`src/rtl/gpu_bus_bridge.sv`:
```
// CPU-side front end for the graphics card: queues VRAM-window byte writes in a
// small FIFO for the card's write port and holds the GPU mode word written over I/O.
module gpu_bus_bridge #(
    parameter logic [15:0] VRAM_BASE   = 16'hC000,
    parameter logic [15:0] VRAM_SIZE   = 16'h1000,
    parameter logic [7:0]  GPU_IO_PORT = 8'h10,
    parameter int          FIFO_DEPTH  = 8
) (
    input  logic                          clk,
    input  logic                          rst,
    input  logic [15:0]                   bus_address,
    input  logic [15:0]                   bus_wdata,
    input  logic                          bus_mem_write,
    input  logic                          bus_io_write,
    output logic                          bus_stall,
    output logic [15:0]                   io_data,
    output logic [15:0]                   cpu_write_address,
    output logic [7:0]                    cpu_write_data,
    output logic                          cpu_write_valid,
    input  logic                          cpu_write_ready,
    output logic [$clog2(FIFO_DEPTH):0]   fifo_count
);
    localparam int PW = $clog2(FIFO_DEPTH);
    localparam int CW = PW + 1;

    typedef struct packed {
        logic [15:0] addr;
        logic [7:0]  data;
    } entry_t;

    entry_t          mem [FIFO_DEPTH];
    entry_t          head;
    logic [PW-1:0]   wr_ptr, rd_ptr;
    logic [CW-1:0]   count;
    logic [16:0]     diff;
    logic            hit, push, pop;

    // 17-bit difference so addresses below the base cannot wrap into the window
    assign diff = {1'b0, bus_address} - {1'b0, VRAM_BASE};
    assign hit  = (bus_address >= VRAM_BASE) && (diff < {1'b0, VRAM_SIZE});

    assign bus_stall       = (count == CW'(FIFO_DEPTH));
    assign cpu_write_valid = (count != '0);
    assign fifo_count      = count;

    assign push = bus_mem_write && hit && !bus_stall;
    assign pop  = cpu_write_valid && cpu_write_ready;

    always_ff @(posedge clk or posedge rst) begin
        if (rst) begin
            wr_ptr <= '0;
            rd_ptr <= '0;
            count  <= '0;
        end else begin
            if (push) wr_ptr <= wr_ptr + 1'b1;
            if (pop)  rd_ptr <= rd_ptr + 1'b1;
            case ({push, pop})
                2'b10:   count <= count + 1'b1;
                2'b01:   count <= count - 1'b1;
                default: count <= count;
            endcase
        end
    end

    // Storage needs no reset: an empty FIFO masks the head to zero
    always_ff @(posedge clk) begin
        if (push) mem[wr_ptr] <= '{addr: diff[15:0], data: bus_wdata[7:0]};
    end

    always_comb begin
        head = '0;
        if (cpu_write_valid) head = mem[rd_ptr];
    end

    assign cpu_write_address = head.addr;
    assign cpu_write_data    = head.data;

    always_ff @(posedge clk or posedge rst) begin
        if (rst)                                                 io_data <= '0;
        else if (bus_io_write && bus_address[7:0] == GPU_IO_PORT) io_data <= bus_wdata;
    end
endmodule

```
`config.mk`:
```
export PLATFORM = sky130hd
export DESIGN_NAME = gpu_bus_bridge
export DESIGN_NICKNAME = d
export VERILOG_FILES = /design/src/rtl/gpu_bus_bridge.sv
export SDC_FILE = /design/constraint.sdc
export NUM_CORES = 1
export LEC_CHECK = 0
export ABC_AREA = 1
export CAP_MARGIN = 0
export CELL_PAD_IN_SITES_DETAIL_PLACEMENT = 1
export CELL_PAD_IN_SITES_GLOBAL_PLACEMENT = 2
export CORE_UTILIZATION = 43
export DETAILED_ROUTE_END_ITERATION = 10
export DONT_BUFFER_PORTS = 1
export GPL_TIMING_DRIVEN = 0
export HOLD_SLACK_MARGIN = 0.02
export PLACE_DENSITY = 0.78
export SYNTH_ARGS = -nofsm -noshare
export SYNTH_HDL_FRONTEND = slang
export SYNTH_SLANG_ARGS = --single-unit
```
`constraint.sdc`:
```
create_clock -name clk -period 3.7 [get_ports clk]
set_input_delay 0.37 -clock clk [delete_from_list [all_inputs] [get_ports clk]]
set_output_delay 0.37 -clock clk [all_outputs]
set_load 0.02 [all_outputs]
```
# Word-level counts from Yosys, hierarchy flattened
# Memories as Yosys holds them, arrays and structs flattened.
# Index checks and enable logic that the tools add are counted.
dict set report totals {
  out_inout_bits 46
  latch_bits 0
  regBits 26
  word_cells 28
  ramBits 192
  input_bits 37
  n_memories 1
  mem_bits_ro 0
}
dict set report op_classes {
  n_eq_ne 4
  n_lt_le_gt_ge 2
  n_mul 0
  n_div 0
  n_reduce_logical 8
  bitwise_logic 0
  n_mux 4
  shifts 0
  n_addsub 5
}
# memory words width read_ports rd_clocked_by_memory_dff write_ports line
set mem_list {}
lappend mem_list {mem 8 24 1 0 1 31} ;# entry_t mem [FIFO_DEPTH];
# cell count
set ops {}
lappend ops {{24-bit 2-to-1 mux} 1}
lappend ops {{17-bit by 13-bit less-than comparator with 1-bit output (second input constant)} 1}
lappend ops {{16-bit by 16-bit subtractor with 17-bit output (second input constant)} 1}
lappend ops {{16-bit >= comparator (second input constant)} 1}
lappend ops {{8-bit by 5-bit equality test with 1-bit output (second input constant)} 1}
lappend ops {{4-bit one-hot mux with 2 select lines} 1}
lappend ops {{3-bit by 1-bit adder with 3-bit output (second input constant)} 2}
lappend ops {{1-bit logical AND} 5}
lappend ops {{4-bit by 1-bit adder with 4-bit output (second input constant)} 1}
lappend ops {{4-bit equality test (second input constant)} 1}
lappend ops {{4-bit nonzero test} 1}
lappend ops {{4-bit by 1-bit subtractor with 4-bit output (second input constant)} 1}
lappend ops {{2-bit by 1-bit equality test with 1-bit output (second input constant)} 1}
lappend ops {{2-bit equality test (second input constant)} 1}
lappend ops {{1-bit 2-to-1 mux} 2}
lappend ops {{2-bit nonzero test} 1}
lappend ops {{1-bit zero test} 1}

# Depth between registers and ports, before layout
dict set report depth {
  depth_word 7
  mapped_depth 13
  mapped_depth_nobuf 13
}

# Worst setup path before layout
# Ideal clock, no wire load.
dict set report synth_path {
  path_type {input port to flip-flop}
  startpoint {input port bus_address[14]}
  endpoint {memory mem[5][0] (netlist name) (enable)}
  path_buffers 0
  arrival_ps 2804
  stages 5
  path_slack_ps 461
  setup_ps 435
  cell_sequence {ha_1 nand2_1 nor4_1 nand2_1 nor3_1}
}
dict set report synth_via {
  elab_chain_len 7
}
# element line
set synth_lines {}
lappend synth_lines {{start, declared} 11} ;# input logic [15:0] bus_address,
lappend synth_lines {{16-bit by 16-bit subtractor with 17-bit output} 39} ;# assign diff = {1'b0, bus_address} - {1'b0, VRAM_BASE};
lappend synth_lines {{17-bit by 13-bit less-than comparator with 1-bit output} 40} ;# assign hit = (bus_address >= VRAM_BASE) && (diff < {1'b0, VRAM_SIZE});
lappend synth_lines {{1-bit logical AND (*)} 40}
lappend synth_lines {{1-bit logical AND (*) (2 in series)} 46} ;# assign push = bus_mem_write && hit && !bus_stall;
lappend synth_lines {{1-bit 2-to-1 mux (*)} 67} ;# if (push) mem[wr_ptr] <= '{addr: diff[15:0], data: bus_wdata[7:0]};
lappend synth_lines {{1-bit 2-to-1 mux (implied by the code) (*)} 67}
lappend synth_lines {{end, declared} 31}
# Every way passes the cells marked *; elsewhere a longest branch is shown, timed or not.

# Worst setup path in the final report
dict set report layout_path {
  startpoint {register count[0], in the netlist fifo_count[0]}
  endpoint {output port cpu_write_address[9]}
}
dict set report layout_via {
  elab_chain_len 2
}
# element line
set layout_lines {}
lappend layout_lines {{start, declared} 34} ;# logic [CW-1:0] count;
lappend layout_lines {{start signal, assigned} 58} ;# 2'b10: count <= count + 1'b1;
lappend layout_lines {{start signal, assigned} 59} ;# 2'b01: count <= count - 1'b1;
lappend layout_lines {{start signal, assigned} 60} ;# default: count <= count;
lappend layout_lines {{4-bit nonzero test} 43} ;# assign cpu_write_valid = (count != '0);
lappend layout_lines {{via cpu_write_valid} 19} ;# output logic cpu_write_valid,
lappend layout_lines {{24-bit 2-to-1 mux} 72} ;# if (cpu_write_valid) head = mem[rd_ptr];
lappend layout_lines {{end, declared} 17} ;# output logic [15:0] cpu_write_address,
# The timed path passes the listed nets, and every way through them passes these cells.

==> out/results.md <==
| Item | Value | Unit |
|---|---|---|
| FP Rows | 52 | - |
| Power per cell area | 744.2 | nW/um^2 |
| Std-Cell Core Area | 20170 | sq um |
| Non-filler cells, final | 1099 | - |
| Number of levels in the clock H-tree | 1 | - |
| Clock Tree Buf Depth | 3 | - |
| Detail Route Antenna Nets | 0 | - |
| Synth-to-layout area growth | 16.53 | % |
| Share of total power in sequential cells | 37.0 | % |
| WP data arrival | 2830 | ps |
| Total net switching power | 2.993 | mW |
| Setup Viol. Count Final | 0 | - |
| Initial antenna violation count | 0 | - |
| Horiz. Die Dim | 145.3 | um |
| Final-stage net count | 856 | - |
| Share of total power in the clock network | 28.1 | % |
| Cells after Synth | 750 | - |
| Series of cell instances along the critical path | nor2_1, nand3_1, clkbuf_1, o21ai_0, nor2_1 | - |
| Fraction of final layout cells with drive strength greater than 1 | 8.203 | % |
| Clock-pin slew on the worst setup and hold paths | 60 | ps |
| Post-synthesis area per instance | 11.78 | sq um |
| Hold Violations, Final | 0 | - |
| Multi-input gate area in the final layout | 2202 | sq um |
| Commonest cells after routing, fill and taps aside | nor2_1 (195), edfxtp_1 (192), o21ai_0 (149) | - |
| Cell count after placement | 1028 | - |
| Starting utilization of the core area | 43.80 | % |
| Quantity of gates resized following cts | 0 | - |
| Reg2Reg Depth | 12 | - |
| Most prevalent standard cell on the critical path | nor2_1 | - |
| Comb pwr share | 34.9 | % |
| # fillers | 2142 | - |
| # Max-Cap Violations | 0 | - |
| Clock sink count | 218 | - |
| Root Buffer | clkbuf_16 | - |
| Grt ovf | 0 | - |
| Max stage delay cell, worst path | clkbuf_1 | - |
| Stages on worst setup path | 5 | - |
| Setup repair after global routing missed its margin | no | - |
| Vertical extent of the die | 145.3 | um |
| Element type at the critical path end | output port | - |
| Portion of the post-synthesis area used by sequential elements | 72.63 | % |
| HPWL reported at the end of detailed placement | 15.28 | mm |
| Outcome | finished, final reports clean | - |
| Synthesized area | 8833 | sq um |
| Synthesized net count | 793 | - |
| Maximum VDD drop | 429.4 | uV |
| WP data required | 3330 | ps |
| Internal Dissipation | 4.667 | mW |
| Maximum operating frequency | 0.3124 | GHz |
| Total global routing track utilization | 22.98 | % |
| Worst setup path endpoint | cpu_write_address[9] | - |
| Biggest cell delay along the critical path | 620 | ps |
| Seq. cell area | 6416 | sq um |
| Antenna diodes | 0 | - |
| GP Congestion | 0.7129 | - |
| Worst Clk Skew | 8.684 | ps |
| Switching share of power | 39.08 | % |
| Reg-to-reg critical path startpoint | fifo_count[0]$_DFFE_PP0P_ | - |
| Critical Path Fanout Max | 10 | - |
| Worst hold path class | input port to asynchronous set/reset pin | - |
| Number of global-route vias before repair | 6485 | - |
| Flop2flop setup slack | 980 | ps |
| Total wire length | 23.88 | mm |
| Slew headroom | 30.49 | % |
| Largest delay contributor family on the critical path | simple AND/OR/NAND/NOR gates | - |
| Final critical-path required period | 3201 | ps |
| Vias per cell | 5.436 | - |
| Type of the worst setup path | register to output port | - |
| Quantity of I/O buffers inserted on ports | 0 | - |
| Clock tree from TritonCTS | built | - |
| Violation count after the first detailed-routing iteration | 322 | - |
| Maximum number of pins on one net before global-route repair | 27 | - |
| Post-detailed-route DRC marker count | 0 | - |
| Worst setup SP type | register | - |
| Synth warn | 0 | - |
| DR vias | 5974 | - |
| Critical register-to-register path endpoint | fifo_count[2]$_DFFE_PP0P_ | - |
| Most common cell after layout, fill and taps aside | nor2_1 | - |
| Yosys reg bits | 218 | - |
| Buf+Inv Stages, Crit Path | 1 | - |
| Number of max-slew violations in the final report | 0 | - |
| PnR Total Power | 7.661 | mW |
| Later-pin clock latency in the skew report | 500 | ps |
| Cts bufs inserted | 23 | - |
| Wire length of the first global-routing pass | 36.74 | mm |
| Routed len/inst | 21.73 | um |
| 1st-pass router iterations | 4 | - |
| Pleak | 3.637 | nW |
| Critical Path Source | fifo_count[0]$_DFFE_PP0P_ | - |
| Period Utilization, post-route | 86.51 | % |
| Area enclosed by the die boundary | 21120 | sq um |
| Post-synthesis cell type count | 26 | - |
| Pin slew with the least headroom to its limit | 1041 | ps |
| I/O pins | 83 | - |
==> flip-flops by register name (all words and copies together) (netlist names) <==
register,cells
io_data,16
mem,192
rd_ptr,3
wr_ptr,3
fifo_count,4
==> metrics by stage <==
stage	hold slack [ps]	cell area (sq um)	utilization [%]	setup WS (ps)	TNS (ps)
after detailed placement	469.2	9296	46.09	747.6	0
after floorplan	410.0	8833	-	460.6	0
after CTS	27.53	10290	51.04	505.8	0
after global routing	43.04	10290	51.04	406.5	0
after global placement	469.2	9171	45.47	-1363	-127470
final	13.14	10290	51.04	499.1	0
==> area by class of cell <==
class / instances / area share (%)
Sequential cell: 218 / 62.33
Clock buffer: 35 / 6.223
Buffer: 42 / 2.030
Timing Repair Buffer: 38 / 3.647
Multi-Input combinational cell: 475 / 21.39
Tap cell: 270 / 3.282
Inverter: 15 / 0.5470
Clock inverter: 6 / 0.5470
==> cells by family after synthesis <==
family	after synthesis	synth area share [%]
compound gates	171	9.688
xor+xnor	5	0.4958
simple gates	293	13.33
flops	218	72.63
fa+ha+maj	6	0.8498
buf+inv	57	3.003
==> power groups by stage <==
stage | Clock [mW] | Sequential, mW | Combinational, mW
2_1_floorplan | 0 | 2.87 | 1.82
3_3_place_gp | 0 | 2.88 | 2.55
3_5_place_dp | 0 | 2.89 | 2.64
4_1_cts | 2.19 | 2.84 | 2.71
5_1_grt | 2.26 | 2.84 | 2.96
6_report | 2.15 | 2.84 | 2.67
==> routing by layer <==
metal  GRT usage, %  up-vias  wire (um)
li1               -     2761          -
met1          29.19     3033      10100
met2          40.67      149      12190
met3          4.107       31       1210
met4          5.895        0        382
met5              0        -          0
==> Yosys cell counts <==
| library cell | number | area (sq um) |
|---|---|---|
| dfrtp_1 | 26 | 650.6 |
| inv_2 | 1 | 3.750 |
| buf_2 | 7 | 35.03 |
| xnor2_1 | 2 | 17.52 |
| nor4_1 | 1 | 6.260 |
| ha_1 | 6 | 75.07 |
| buf_6 | 1 | 11.26 |
| nor3b_2 | 1 | 12.51 |
| o21ai_0 | 149 | 745.7 |
| buf_1 | 3 | 11.26 |
| buf_4 | 9 | 67.56 |
| nor3_1 | 4 | 20.02 |
| nor4_4 | 1 | 21.27 |
| a21oi_1 | 1 | 5.000 |
| clkbuf_2 | 1 | 5.000 |
| nand2_4 | 1 | 11.26 |
| edfxtp_1 | 192 | 5766 |
| nand3_1 | 23 | 115.1 |
| nor2_1 | 199 | 747.0 |
| clkbuf_1 | 21 | 78.83 |
| inv_1 | 14 | 52.55 |
| nand2_1 | 60 | 225.2 |
| or2_1 | 1 | 6.260 |
| xor2_1 | 3 | 26.28 |
| o21ai_1 | 21 | 105.1 |
| nand4_1 | 2 | 12.51 |
==> worst min-delay path by stage <==
stage | start | endpoint | slack (ps)
after floorplan | rst | fifo_count[0]$_DFFE_PP0P_ | 410
after global placement | bus_address[10] | mem[3][18]$_DFFE_PP_ | 470
after detailed placement | bus_wdata[4] | mem[3][4]$_DFFE_PP_ | 470
after CTS | bus_wdata[5] | io_data[5]$_DFFE_PP0P_ | 30
after global routing | bus_wdata[6] | io_data[6]$_DFFE_PP0P_ | 40
final | rst | io_data[1]$_DFFE_PP0P_ | 10
==> timing repair <==
action	in CTS	in global routing
hold buffers	30	0
buffers inserted	0	0
endpoints found under the hold margin	188	0
setup endpoints to repair	0	0
(Power assumes the default switching activity.)
